$ cat src/rtl/eda_local_max_pkg.sv
// Shared types and helpers for the streaming local-maximum engine.
`ifndef CFG_M
`define CFG_M 16
`endif
`ifndef CFG_N
`define CFG_N 16
`endif
`ifndef CFG_PIXEL_WIDTH
`define CFG_PIXEL_WIDTH 8
`endif
`ifndef CFG_I_WIDTH
`define CFG_I_WIDTH 4
`endif
`ifndef CFG_J_WIDTH
`define CFG_J_WIDTH 4
`endif

package eda_local_max_pkg;

  localparam int PKG_M           = `CFG_M;
  localparam int PKG_N           = `CFG_N;
  localparam int PKG_PIXEL_WIDTH = `CFG_PIXEL_WIDTH;
  localparam int PKG_I_WIDTH     = `CFG_I_WIDTH;
  localparam int PKG_J_WIDTH     = `CFG_J_WIDTH;

  typedef enum logic [1:0] {
    IDLE  = 2'd0,
    RUN   = 2'd1,
    DRAIN = 2'd2
  } state_t;

  // A window element: pad marks a position outside the image.
  typedef struct packed {
    logic                       pad;
    logic [PKG_PIXEL_WIDTH-1:0] val;
  } win_elem_t;

  // True when centre a dominates neighbour b. Pad is below every real value.
  function automatic logic gt_pad(input win_elem_t a, input win_elem_t b,
                                  input logic strict);
    logic r;
    if (b.pad)       r = !a.pad;
    else if (a.pad)  r = 1'b0;
    else if (strict) r = (a.val > b.val);
    else             r = (a.val >= b.val);
    return r;
  endfunction

endpackage

$ cat src/rtl/eda_line_buffer.sv
// Fixed-depth shift delay line: dout is din from DEPTH enabled steps ago.
module eda_line_buffer #(
  parameter int               DEPTH     = 17,
  parameter int               WIDTH     = 9,
  parameter logic [WIDTH-1:0] RESET_VAL = '0
) (
  input  logic             clk,
  input  logic             reset_n,
  input  logic             en,
  input  logic [WIDTH-1:0] din,
  output logic [WIDTH-1:0] dout
);

  logic [WIDTH-1:0] mem_q [DEPTH];
  logic [WIDTH-1:0] mem_d [DEPTH];

  // Shift one place towards the tail when enabled.
  always_comb begin
    mem_d = mem_q;
    if (en) begin
      mem_d[0] = din;
      for (int i = 1; i < DEPTH; i++) mem_d[i] = mem_q[i-1];
    end
  end

  // Storage; reset fills the line with the reset element.
  always_ff @(posedge clk or negedge reset_n) begin
    if (!reset_n) begin
      for (int i = 0; i < DEPTH; i++) mem_q[i] <= RESET_VAL;
    end else begin
      mem_q <= mem_d;
    end
  end

  assign dout = mem_q[DEPTH-1];

endmodule

$ cat src/rtl/eda_local_max_stream.sv
// Streaming 3x3 local-maximum candidate flagger over a padded virtual raster.
//
// Handshakes: a transfer happens on a rising clk edge where valid && ready.
// pixel_valid may not depend on pixel_ready; out_* hold stable while
// out_valid && !out_ready.
//
// The scan walks vr=0..M, vc=0..N. The extra row/column inject pad so the
// window centre (vr-1, vc-1) always has its south/east neighbours available
// and the border naturally sees pad on the other sides.
module eda_local_max_stream
  import eda_local_max_pkg::*;
#(
  parameter int M           = PKG_M,
  parameter int N           = PKG_N,
  parameter int PIXEL_WIDTH = PKG_PIXEL_WIDTH,  // must equal PKG_PIXEL_WIDTH
  parameter int I_WIDTH     = PKG_I_WIDTH,
  parameter int J_WIDTH     = PKG_J_WIDTH
) (
  input  logic                   clk,
  input  logic                   reset_n,
  input  logic                   start,
  input  logic                   conn8,
  input  logic                   strict,
  input  logic [PIXEL_WIDTH-1:0] pixel_in,
  input  logic                   pixel_valid,
  output logic                   pixel_ready,
  output logic                   out_valid,
  input  logic                   out_ready,
  output logic                   out_flag,
  output logic [I_WIDTH-1:0]     out_i,
  output logic [J_WIDTH-1:0]     out_j,
  output logic                   out_last,
  output logic                   busy,
  output logic                   done,
  output state_t                 dbg_state
);

  localparam int VR_W = I_WIDTH + 1;
  localparam int VC_W = J_WIDTH + 1;
  localparam int EW   = PKG_PIXEL_WIDTH + 1;
  localparam logic [VR_W-1:0] LAST_VR = VR_W'(M);
  localparam logic [VC_W-1:0] LAST_VC = VC_W'(N);
  localparam win_elem_t PAD_ELEM = '{pad: 1'b1, val: '0};

  state_t            state_q, state_d;
  logic [VR_W-1:0]   vr_q, vr_d;
  logic [VC_W-1:0]   vc_q, vc_d;
  logic              conn8_q, conn8_d;
  logic              strict_q, strict_d;
  win_elem_t         win_q [3][3];
  win_elem_t         win_d [3][3];
  logic              out_valid_q, out_valid_d;
  logic              out_flag_q, out_flag_d;
  logic [I_WIDTH-1:0] out_i_q, out_i_d;
  logic [J_WIDTH-1:0] out_j_q, out_j_d;
  logic              out_last_q, out_last_d;
  logic              busy_q, busy_d;
  logic              done_q, done_d;

  logic              real_pos, out_free, step_fire, emit, flag_c;
  win_elem_t         x_elem, lb0_out, lb1_out, ctr;
  logic [EW-1:0]     lb0_raw, lb1_raw;

  assign real_pos    = (vr_q < LAST_VR) && (vc_q < LAST_VC);
  assign out_free    = !out_valid_q || out_ready;
  assign step_fire   = (state_q == RUN) && (real_pos ? pixel_valid : 1'b1) && out_free;
  assign pixel_ready = (state_q == RUN) && real_pos && out_free;
  assign emit        = step_fire && (vr_q != '0) && (vc_q != '0);

  // Element entering the window this step: the pixel or pad.
  always_comb begin
    x_elem.pad = !real_pos;
    x_elem.val = real_pos ? pixel_in : '0;
  end

  // lb0 yields the row above the incoming element, lb1 two rows above.
  eda_line_buffer #(.DEPTH(N + 1), .WIDTH(EW), .RESET_VAL(PAD_ELEM)) u_lb0 (
    .clk(clk), .reset_n(reset_n), .en(step_fire), .din(x_elem), .dout(lb0_raw)
  );
  eda_line_buffer #(.DEPTH(N + 1), .WIDTH(EW), .RESET_VAL(PAD_ELEM)) u_lb1 (
    .clk(clk), .reset_n(reset_n), .en(step_fire), .din(lb0_raw), .dout(lb1_raw)
  );

  assign lb0_out = lb0_raw;
  assign lb1_out = lb1_raw;

  // Flag for the post-shift centre, read from the pre-shift window plus new column.
  always_comb begin
    ctr    = win_q[1][2];
    flag_c = gt_pad(ctr, win_q[0][2], strict_q) & gt_pad(ctr, win_q[2][2], strict_q)
           & gt_pad(ctr, win_q[1][1], strict_q) & gt_pad(ctr, lb0_out, strict_q);
    if (conn8_q) begin
      flag_c = flag_c & gt_pad(ctr, win_q[0][1], strict_q) & gt_pad(ctr, win_q[2][1], strict_q)
             & gt_pad(ctr, lb1_out, strict_q) & gt_pad(ctr, x_elem, strict_q);
    end
  end

  // Next-state, counters, window shift and output register.
  always_comb begin
    state_d     = state_q;
    vr_d        = vr_q;
    vc_d        = vc_q;
    conn8_d     = conn8_q;
    strict_d    = strict_q;
    win_d       = win_q;
    out_valid_d = out_valid_q;
    out_flag_d  = out_flag_q;
    out_i_d     = out_i_q;
    out_j_d     = out_j_q;
    out_last_d  = out_last_q;
    done_d      = 1'b0;

    if (out_valid_q && out_ready) out_valid_d = 1'b0;

    unique case (state_q)
      IDLE: begin
        if (start) begin
          state_d  = RUN;
          vr_d     = '0;
          vc_d     = '0;
          conn8_d  = conn8;
          strict_d = strict;
        end
      end
      RUN: begin
        if (step_fire) begin
          for (int r = 0; r < 3; r++) begin
            win_d[r][0] = win_q[r][1];
            win_d[r][1] = win_q[r][2];
          end
          win_d[0][2] = lb1_out;
          win_d[1][2] = lb0_out;
          win_d[2][2] = x_elem;
          if (emit) begin
            out_valid_d = 1'b1;
            out_flag_d  = flag_c;
            out_i_d     = I_WIDTH'(vr_q - VR_W'(1));
            out_j_d     = J_WIDTH'(vc_q - VC_W'(1));
            out_last_d  = (vr_q == LAST_VR) && (vc_q == LAST_VC);
          end
          if (vc_q == LAST_VC) begin
            vc_d = '0;
            vr_d = vr_q + VR_W'(1);
          end else begin
            vc_d = vc_q + VC_W'(1);
          end
          if ((vr_q == LAST_VR) && (vc_q == LAST_VC)) state_d = DRAIN;
        end
      end
      DRAIN: begin
        if (out_valid_q && out_ready) begin
          state_d = IDLE;
          done_d  = 1'b1;
        end
      end
      default: state_d = IDLE;
    endcase

    busy_d = (state_d != IDLE);
  end

  // State and datapath registers.
  always_ff @(posedge clk or negedge reset_n) begin
    if (!reset_n) begin
      state_q     <= IDLE;
      vr_q        <= '0;
      vc_q        <= '0;
      conn8_q     <= 1'b0;
      strict_q    <= 1'b0;
      out_valid_q <= 1'b0;
      out_flag_q  <= 1'b0;
      out_i_q     <= '0;
      out_j_q     <= '0;
      out_last_q  <= 1'b0;
      busy_q      <= 1'b0;
      done_q      <= 1'b0;
      for (int r = 0; r < 3; r++)
        for (int c = 0; c < 3; c++) win_q[r][c] <= PAD_ELEM;
    end else begin
      state_q     <= state_d;
      vr_q        <= vr_d;
      vc_q        <= vc_d;
      conn8_q     <= conn8_d;
      strict_q    <= strict_d;
      out_valid_q <= out_valid_d;
      out_flag_q  <= out_flag_d;
      out_i_q     <= out_i_d;
      out_j_q     <= out_j_d;
      out_last_q  <= out_last_d;
      busy_q      <= busy_d;
      done_q      <= done_d;
      win_q       <= win_d;
    end
  end

  assign out_valid = out_valid_q;
  assign out_flag  = out_flag_q;
  assign out_i     = out_i_q;
  assign out_j     = out_j_q;
  assign out_last  = out_last_q;
  assign busy      = busy_q;
  assign done      = done_q;
  assign dbg_state = state_q;

endmodule

$ cat config.mk
export PLATFORM = sky130hd
export DESIGN_NAME = eda_local_max_stream
export DESIGN_NICKNAME = d
export VERILOG_FILES = /design/src/rtl/eda_local_max_pkg.sv /design/src/rtl/eda_line_buffer.sv /design/src/rtl/eda_local_max_stream.sv
export SDC_FILE = /design/constraint.sdc
export NUM_CORES = 1
export LEC_CHECK = 0
export ABC_AREA = 1
export CORE_MARGIN = 2
export CORE_UTILIZATION = 38
export CTS_BUF_LIST = sky130_fd_sc_hd__clkbuf_16
export DETAILED_ROUTE_END_ITERATION = 8
export PLACE_DENSITY = 0.53
export SYNTH_ARGS = -nofsm -noshare
export SYNTH_HDL_FRONTEND = slang
export SYNTH_SLANG_ARGS = --single-unit
export TNS_END_PERCENT = 30
$ cat constraint.sdc
create_clock -name clk -period 2 [get_ports clk]
set_input_delay 0.4 -clock clk [delete_from_list [all_inputs] [get_ports clk]]
set_output_delay 0.4 -clock clk [all_outputs]
set_load 0.005 [all_outputs]
==> results of run 1 <==
cell usage in the layout (no fill, tap or decap), types with 8 or more instances in the layout:
| master | count |
|---|---|
| clkdlybuf4s50_1 | 28 |
| a21oi_1 | 32 |
| inv_1 | 171 |
| dfrtp_1 | 341 |
| nand4_1 | 11 |
| ha_1 | 66 |
| dfstp_2 | 40 |
| buf_4 | 37 |
| clkinv_1 | 12 |
| o21ai_0 | 181 |
| nand3_1 | 18 |
| nand2_2 | 8 |
| clkbuf_16 | 45 |
| nand2_1 | 861 |
| nor2_1 | 20 |
| buf_12 | 29 |
worst paths after layout:
| kind | start | to | depth (start not counted) |
|---|---|---|---|
| max | vr_q[4]$_DFFE_PN0P_ | out_flag$_DFFE_PN0P_ | 17 |
| min | reset_n | out_i[3]$_DFFE_PN0P_ | 2 |
| max reg2reg | vr_q[4]$_DFFE_PN0P_ | out_flag$_DFFE_PN0P_ | 17 |
| min reg2reg | u_lb0.mem_q[62]$_DFFE_PN1P_ | u_lb0.mem_q[53]$_DFFE_PN1P_ | 2 |
| max in group asynchronous | reset_n | u_lb1.mem_q[63]$_DFFE_PN0P_ | 3 |
| min in group clk | out_ready | done$_DFF_PN0_ | 3 |
final cells by class:
class / count / area (sq um)
multi-input cells: 1232 / 5779
well taps: 585 / 732.0
clock inverters: 37 / 256.5
clock buffers: 45 / 1126
inverters: 164 / 625.6
repair buffers: 100 / 1202
fillers: 4161 / 23420
flip-flops and latches: 387 / 9742
cells in the mapped netlist, types with 2 or more instances:
master and count:
nand2_1 868, xnor2_1 2, o21bai_1 3, nand4_1 11, nor2_2 2, xor2_1 2
a21oi_1 32, dfrtp_1 347, ha_1 70, nand3_1 18, nand3_2 2, inv_1 162
buf_4 11, buf_2 46, clkbuf_1 22, dfstp_2 40, o21a_1 4, nor2_1 24
o21ai_0 183, nor3_1 2, nand2_2 2
where the power goes:
group          switching [mW]  leakage [nW]  internal (mW)  total [mW]
logic                    6.25          4.20           4.19        10.4
registers                1.55          5.06           10.8        12.4
clock network            3.25         0.705           4.47        7.72
logic make-up (layout without fill, tap and decap cells):
| family | count (synthesis) | after routing | share of synthesized area, % |
|---|---|---|---|
| buffers and inverters | 245 | 346 | 6.257 |
| DFF | 387 | 387 | 59.22 |
| AOI/OAI and AO/OA | 223 | 223 | 6.897 |
| adders and majority gates | 70 | 70 | 5.328 |
| xor gates and xnor gates | 4 | 4 | 0.2132 |
| and+or+nand+nor | 935 | 935 | 22.08 |
stage by stage:
| step | utilization [%] | power (mW) | hold WS, ns |
|---|---|---|---|
| after detailed placement | 41.82 | 22.84 | 0.3523 |
| after global routing | 45.38 | 33.28 | 0.3708 |
| final | 45.38 | 30.51 | 0.3435 |
| after floorplan | - | 19.15 | 0.1044 |
| after CTS | 45.12 | 30.84 | 0.3322 |
| after global placement | 41.82 | 22.59 | 0.3547 |
state kept, by name, summed over array words and instances, names as in the netlist:
register	count
u_lb1.dout	9
u_lb1.mem_q	144
busy	1
out_i	4
done	1
u_lb0.mem_q	144
out_last	1
u_lb0.dout	9
ctr	9
conn8_q	1
out_valid	1
out_j	4
win_q	45
vc_q	5
strict_q	1
vr_q	5
dbg_state	2
out_flag	1
per-layer routing:
layer	track usage (%)	share of wire, %
met3	2.821	3.3
met2	23.28	45
met5	0	0
met4	5.585	2.4
met1	21.84	50
timing repair:
item                                    4_1_cts  5_1_grt
pin swaps                                     2        7
setup buffers                                 4        1
endpoints found under the setup margin        1        3
gates cloned                                  0        0
hold buffers                                  1        0
gates resized for setup                       6       27
hold endpoints to repair                     30        0
==> impl_metrics.toml, run 1 <==
[floorplan]
dieArea_sq_um = 44940
start_util_pct = 38.33
chipWidth_um = 212.0
coreArea_sq_um = 42890
ioPinCount = 31
fp.dieH_um = 212.0
rows = 76

[worst_setup_path]
worst_ep_arrival_time_ns = 2.51
path_buf_inv = 2
cp_cell_sequence = "nor2_4, buf_12, buf_6, nand2_2, ha_4, nand2_2, nor2_4, nand2_1, nand2_1, nor2_1, nand2_1, nand2_1, nand2_1, nand2_1, o21ai_1, nand2_1, nand2_1"
rrSetupSlack_ns = -0.01
crit_path_end_kind = "flop"
cp-start-kind = "flop"
critPathMaxFanout = 8
worst_path_most_repeated_cell = "nand2_1"
crit_family = "simple AND/OR/NAND/NOR gates"
max_stage_delay_ns = 0.41
crit_type = "flop to flop"
slowest_stage = "dfrtp_1"
cp.required_ns = 2.50

[final_layout]
final_area_sq_um = 19460
instances_no_fill = 2550
drive_above_1_share_pct = 10.43
diodes = 0
area_delta_synth_final_pct = 18.41
fin_nets = 2014

[clock_tree]
cts_sinks = 387
tritoncts = "done"
insertion_delay_ns = 0.57
cts_root_buf = "clkbuf_16"
path_clk_slew_ns = 0.06
cts.htree.levels = 2
clockBufferDepth = 3
numCtsBuffers = 44

[status]
status = "complete, but fails checks"
violations = "negative setup slack"

[worst_hold_path]
hp-class = "primary input to asynchronous set/reset pin"

[detailed_routing]
wl_um = 32640
vias_per_cell = 4.528
drt_iter0_markers = 783
postRouteAntennaNets = 0
drc = 0
wl_per_cell_um = 12.80
vias = 11547
drt_first_pass_iters = 4

[place]
post-dp-hpwl_um = 20790
io_buffers = 30
place_area_sq_um = 17930
gp_congestion = 0.8181
place_ws_ns = -0.1996
dp_cells = 2463

[global_route]
grt_pass1_vias = 11276
grt_max_degree = 60
antenna_found_initial = 0
gr-usage-all-layers_pct = 15.30
overflow = 0
grt_pass1_wl_um = 56250

[job]
cap_violations = 0

[synth]
ys_ff_latch = 387
yosysSeqAreaShare_pct = 59.22
syn_nets = 1949
synthDistinctLibCells = 32
synth-edff-count = 0
syn_avg_cell_area_sq_um = 8.818
synthCells = 1864
syn-cell-area_sq_um = 16440
yosysTopAreaCellShare_pct = 52.83
synth-async-reset-ratio_pct = 100.0
synth.largest_area_cell = "dfrtp_1"
synth_area_leaders = "dfrtp_1, nand2_1, dfstp_2"
yosysWarnings = 0
synth_top_flop_cell = "dfrtp_1"

[timing]
clock_skew_ns = 0.01717
slew_viol_final = 0
timing.final.crit_share_pct = 100.5
finalWorstSetupSlack_ns = -0.01028
relSlewSlack_pct = 68.76
setup_violations = 1
rsz0062_at_grt = "true"
worst_slew_pin_slew_ns = 0.4685
final.min_clock_period_ns = 2.010
hold_viol = 0
fmax_mhz = 497.4
tns_ns = -0.01028

[power_and_ir_drop]
ir_drop_mv = 0.6816
power_density_nw_per_um2 = 1568
p_leak_nw = 9.964
No activity file was read; power rests on OpenSTA's default activity.
==> inputs of run 2 (changes only) <==
CORE_ASPECT_RATIO = 1.5   (was default)
SLEW_MARGIN = 20   (was default)
==> impl_metrics.toml, run 2 (synthesis gave the netlist of run 1 again) <==
[power_and_ir_drop]
p_leak_nw = 10.05
ir_drop_mv = 0.6534
power_density_nw_per_um2 = 1574

[worst_setup_path]
r2r_cells = 12
crit_family = "flip-flops"
cp.depth = 6
critPathMaxFanout = 6
cp.required_ns = 1.60
path_buf_inv = 3
worst_r2r_endpoint = "out_flag$_DFFE_PN0P_"
cp-start-kind = "flop"
cp_cell_sequence = "nor2_4, buf_12, buf_4, nand2_1, nor2_1, buf_2"
rrSetupSlack_ns = 0.07
r2r-start = "ctr[6]$_DFFE_PN0P_"
crit_path_end_kind = "primary output"
max_stage_delay_ns = 0.41
crit_type = "flop to primary output"
slowest_stage = "dfrtp_1"
worst_ep_arrival_time_ns = 1.60

[floorplan]
coreArea_sq_um = 42820
rows = 93
dieArea_sq_um = 44970
fp.dieH_um = 258.7
start_util_pct = 38.39
chipWidth_um = 173.8
ioPinCount = 31

[status]
status = "complete, but fails checks"
violations = "negative setup slack"

[clock_tree]
numCtsBuffers = 39
cts.htree.levels = 2
tritoncts = "done"
path_clk_slew_ns = 0.06
cts_sinks = 387
insertion_delay_ns = 0.54
cts_root_buf = "clkbuf_16"
clockBufferDepth = 3

[detailed_routing]
vias_per_cell = 4.581
drc = 0
wl_um = 33560
drt_iter0_markers = 679
drt_first_pass_iters = 5
postRouteAntennaNets = 0
vias = 11637
wl_per_cell_um = 13.21

[timing]
clock_skew_ns = 0.01395
relSlewSlack_pct = 70.19
finalWorstSetupSlack_ns = -0.0003926
hold_viol = 0
final.min_clock_period_ns = 2.000
rsz0062_at_grt = "true"
slew_viol_final = 0
timing.final.crit_share_pct = 100.0
fmax_mhz = 499.9
hold_ws_ns = 0.3829
setup_violations = 1
worst_slew_pin_slew_ns = 0.4472

[worst_hold_path]
hp-class = "primary input to asynchronous set/reset pin"

[global_route]
grt_pass1_wl_um = 58680
grt_pass1_vias = 12082
overflow = 0
antenna_found_initial = 0
gr-usage-all-layers_pct = 15.57
grt_max_degree = 68

[final_layout]
fillers = 4188
final_common_cell = "nand2_1"
top_regs = "u_lb0.mem_q x144, u_lb1.mem_q x144, win_q x45"
instances_no_fill = 2540
area_delta_synth_final_pct = 19.17
diodes = 0
fin_nets = 2024
final_core_util_pct = 45.75
drive_above_1_share_pct = 10.96
final_cell_mix = "nand2_1, dfrtp_1, o21ai_0"

[job]
cap_violations = 0

[place]
post-dp-hpwl_um = 22190
gp_congestion = 0.7871
io_buffers = 30
dp_cells = 2461
-- run 2: cell count changes in the layout (fill, tap and decap cells not counted), sizes merged --
cell and change:
clkinvlp -1, bufinv +5, clkbuf -6, buf +15
inv -1, clkinv -7
-- run 2: metal layers --
layer  share of wire (%)  vias to the layer above  track usage (%)
li1                    -                     5902                -
met5                   0                        -                0
met3                 2.4                       56            2.039
met4                 2.7                        0            5.205
met2                  51                       98            28.20
met1                  44                     5581            19.12
-- run 2: final cells by class --
| class | instances | area, sq um | area share [%] |
|---|---|---|---|
| sequential | 387 | 9737 | 49.71 |
| tap | 570 | 713.2 | 3.641 |
| multi-input combinational | 1232 | 5807 | 29.64 |
| timing repair buffer | 115 | 1365 | 6.969 |
| clock buffer | 39 | 975.9 | 4.982 |
| inverter | 164 | 625.6 | 3.194 |
| clock inverter | 33 | 365.4 | 1.865 |
-- run 2: how the worst max path moves through the flow --
stage | from | to
finish | vr_q[4]$_DFFE_PN0P_ | pixel_ready
global route | vr_q[4]$_DFFE_PN0P_ | out_flag$_DFFE_PN0P_
CTS | ctr[3]$_DFFE_PN0P_ | out_flag$_DFFE_PN0P_
detailed placement | pixel_in[6] | out_flag$_DFFE_PN0P_
global placement | pixel_in[6] | out_flag$_DFFE_PN0P_
floorplan | vr_q[4]$_DFFE_PN0P_ | out_flag$_DFFE_PN0P_
-- run 2: where the power goes --
part           switching, mW  internal, mW  total, mW
Clock                   3.11          4.61       7.71
Combinational           6.47          4.36       10.8
Sequential              1.50          10.8       12.3
Total                   11.1          19.8       30.8
-- run 2: what timing repair did --
item,in CTS,in global routing
pin swaps,3,16
hold buffers,1,0
gates resized for setup,10,26
setup endpoints to repair,2,2
endpoints found under the hold margin,23,0
setup buffers,5,2
gates cloned,1,0
-- run 2: per-stage QoR --
step	setup TNS, ns	instance area [sq um]	power (mW)	setup slack, ns
floorplan	0	16440	19.15	0.01161
global placement	-2.737	18060	22.81	-0.2577
detailed placement	-8.023	18060	23.07	-0.2173
CTS	0	19480	31.14	0.005660
global route	-0.2645	19590	33.57	-0.1580
finish	-0.0003926	19590	30.84	-0.0003926
==> inputs of run 3 (changes only) <==
CTS_CLUSTER_DIAMETER = 50   (was default)
HOLD_SLACK_MARGIN = 0.1   (was default)
PLACE_DENSITY = default   (was 0.53)
==> impl_metrics.toml, run 3 (synthesis gave the netlist of run 1 again) <==
[global_route]
antenna_found_initial = 0
grt_use_met1_pct = 18.58
grt_use_met3_pct = 1.966
grt_use_met2_pct = 26.14
grt_pass1_vias = 11646
grt_pass1_wl_um = 56530
grt.busiest_layer = "met2"
overflow = 0
gr-usage-all-layers_pct = 15.04
grt_max_degree = 74

[worst_setup_path]
worst_ep_arrival_time_ns = 2.49
cp.required_ns = 2.47
crit_path_end_kind = "flop"
rrSetupSlack_ns = -0.02
cp-start-kind = "flop"
worst_r2r_endpoint = "out_flag$_DFFE_PN0P_"
crit_type = "flop to flop"
critPathMaxFanout = 5
r2r-start = "vr_q[4]$_DFFE_PN0P_"
r2r_cells = 17

[job]
cap_violations = 0

[status]
violations = "negative setup slack"
status = "complete, but fails checks"

[clock_tree]
cts_sinks = 387
clockBufferDepth = 3
insertion_delay_ns = 0.53
tritoncts = "done"
path_clk_slew_ns = 0.06
cts_root_buf = "clkbuf_16"
cts.htree.levels = 2
numCtsBuffers = 38

[detailed_routing]
wl_um = 32870
drc = 0
postRouteAntennaNets = 0
drt_first_pass_iters = 5
wl_per_cell_um = 12.96
drt_iter0_markers = 798
vias_per_cell = 4.600
vias = 11660

[timing]
final.min_clock_period_ns = 2.020
finalWorstSetupSlack_ns = -0.01999
timing.final.crit_share_pct = 101.0
clock_skew_ns = 0.01234
fmax_mhz = 495.1
rsz0062_at_grt = "true"
slew_viol_final = 0
hold_ws_ns = 0.3623
relSlewSlack_pct = 66.61
worst_slew_pin_slew_ns = 0.5009
hold_viol = 0
setup_violations = 1
tns_ns = -0.01999

[power_and_ir_drop]
power_mw = 30.09
p_leak_nw = 9.948
power_density_nw_per_um2 = 1551
ir_drop_mv = 0.6622

[final_layout]
final_cell_mix = "nand2_1, dfrtp_1, o21ai_0"
area_delta_synth_final_pct = 18.06
final_common_cell = "nand2_1"
fin_nets = 2022
top_regs = "u_lb0.mem_q x144, u_lb1.mem_q x144, win_q x45"
diodes = 0
fillers = 4109
drive_above_1_share_pct = 10.38

[floorplan]
dieArea_sq_um = 44970
start_util_pct = 38.39
fp.dieH_um = 258.7
coreArea_sq_um = 42820
chipWidth_um = 173.8
rows = 93
ioPinCount = 31

[place]
post-dp-hpwl_um = 21480
place_ws_ns = -0.2217
io_buffers = 30
gp_congestion = 0.8047

[worst_hold_path]
hp-class = "primary input to asynchronous set/reset pin"
[run 3: changes by cell type in the layout (fill, tap and decap cells not counted), sizes merged]
cell / previous run / this run
bufinv: 8 / 3
clkbuf: 39 / 41
clkinv: 13 / 15
inv: 174 / 173
buf: 86 / 83
[run 3: stage by stage]
stage	cell area (sq um)	util, %	std cells
after global placement	18000	42.03	2457
after CTS	19210	44.87	2528
after floorplan	16440	-	1864
final	19400	45.32	2535
after detailed placement	18000	42.03	2457
after global routing	19400	45.32	2535
[run 3: worst max path at each step]
stage / cells past startpoint / endpoint / startpoint
after floorplan: 16 / out_flag$_DFFE_PN0P_ / vr_q[4]$_DFFE_PN0P_
after global placement: 15 / out_flag$_DFFE_PN0P_ / pixel_in[7]
after detailed placement: 15 / out_flag$_DFFE_PN0P_ / pixel_in[7]
after CTS: 17 / out_flag$_DFFE_PN0P_ / vc_q[4]$_DFFE_PN0P_
after global routing: 17 / out_flag$_DFFE_PN0P_ / vr_q[4]$_DFFE_PN0P_
final: 17 / out_flag$_DFFE_PN0P_ / vr_q[4]$_DFFE_PN0P_
[run 3: per-layer routing]
metal / vias to the layer above / part of all wire (%)
met5: - / 0
met4: 0 / 4.2
met3: 61 / 2.3
met2: 111 / 50
met1: 5581 / 44
li1: 5907 / -
[run 3: where the power goes]
part           internal [mW]  total [mW]  switching [mW]
Clock                   3.93        6.92            3.00
Sequential              10.8        12.4            1.56
Combinational           4.39        10.8            6.42
Total                   19.1        30.1            11.0
[run 3: timing repair]
| item | in CTS | in global routing |
|---|---|---|
| pin swaps | 3 | 17 |
| cloned | 0 | 1 |
| hold buffers | 1 | 0 |
| buffers inserted | 2 | 6 |
| setup endpoints to repair | 2 | 2 |
| endpoints found under the hold margin | 34 | 0 |
| gates resized for setup | 5 | 29 |
[run 3: final cells by class]
type | instances | area [sq um] | share of cell area, %
inverter | 164 | 634.4 | 3.269
timing repair buffer | 114 | 1330 | 6.854
sequential | 387 | 9736 | 50.17
tap | 570 | 713.2 | 3.675
clock inverter | 29 | 209.0 | 1.077
clock buffer | 39 | 975.9 | 5.029
multi-input combinational | 1232 | 5807 | 29.92
[run 3: critical path, cell delays in order, from the launching register on]
cell	delay [ns]
dfrtp_1	0.41
nor2_4	0.13
buf_6	0.14
buf_12	0.13
nand2_2	0.07
ha_4	0.28
nand2_2	0.06
nor2_2	0.10
nand2_1	0.06
nand2_1	0.05
nor2_1	0.04
nand2_1	0.07
nand2_1	0.06
nand2_1	0.07
nand2_1	0.05
o21ai_1	0.12
nand2_1	0.07
nand2_1	0.06
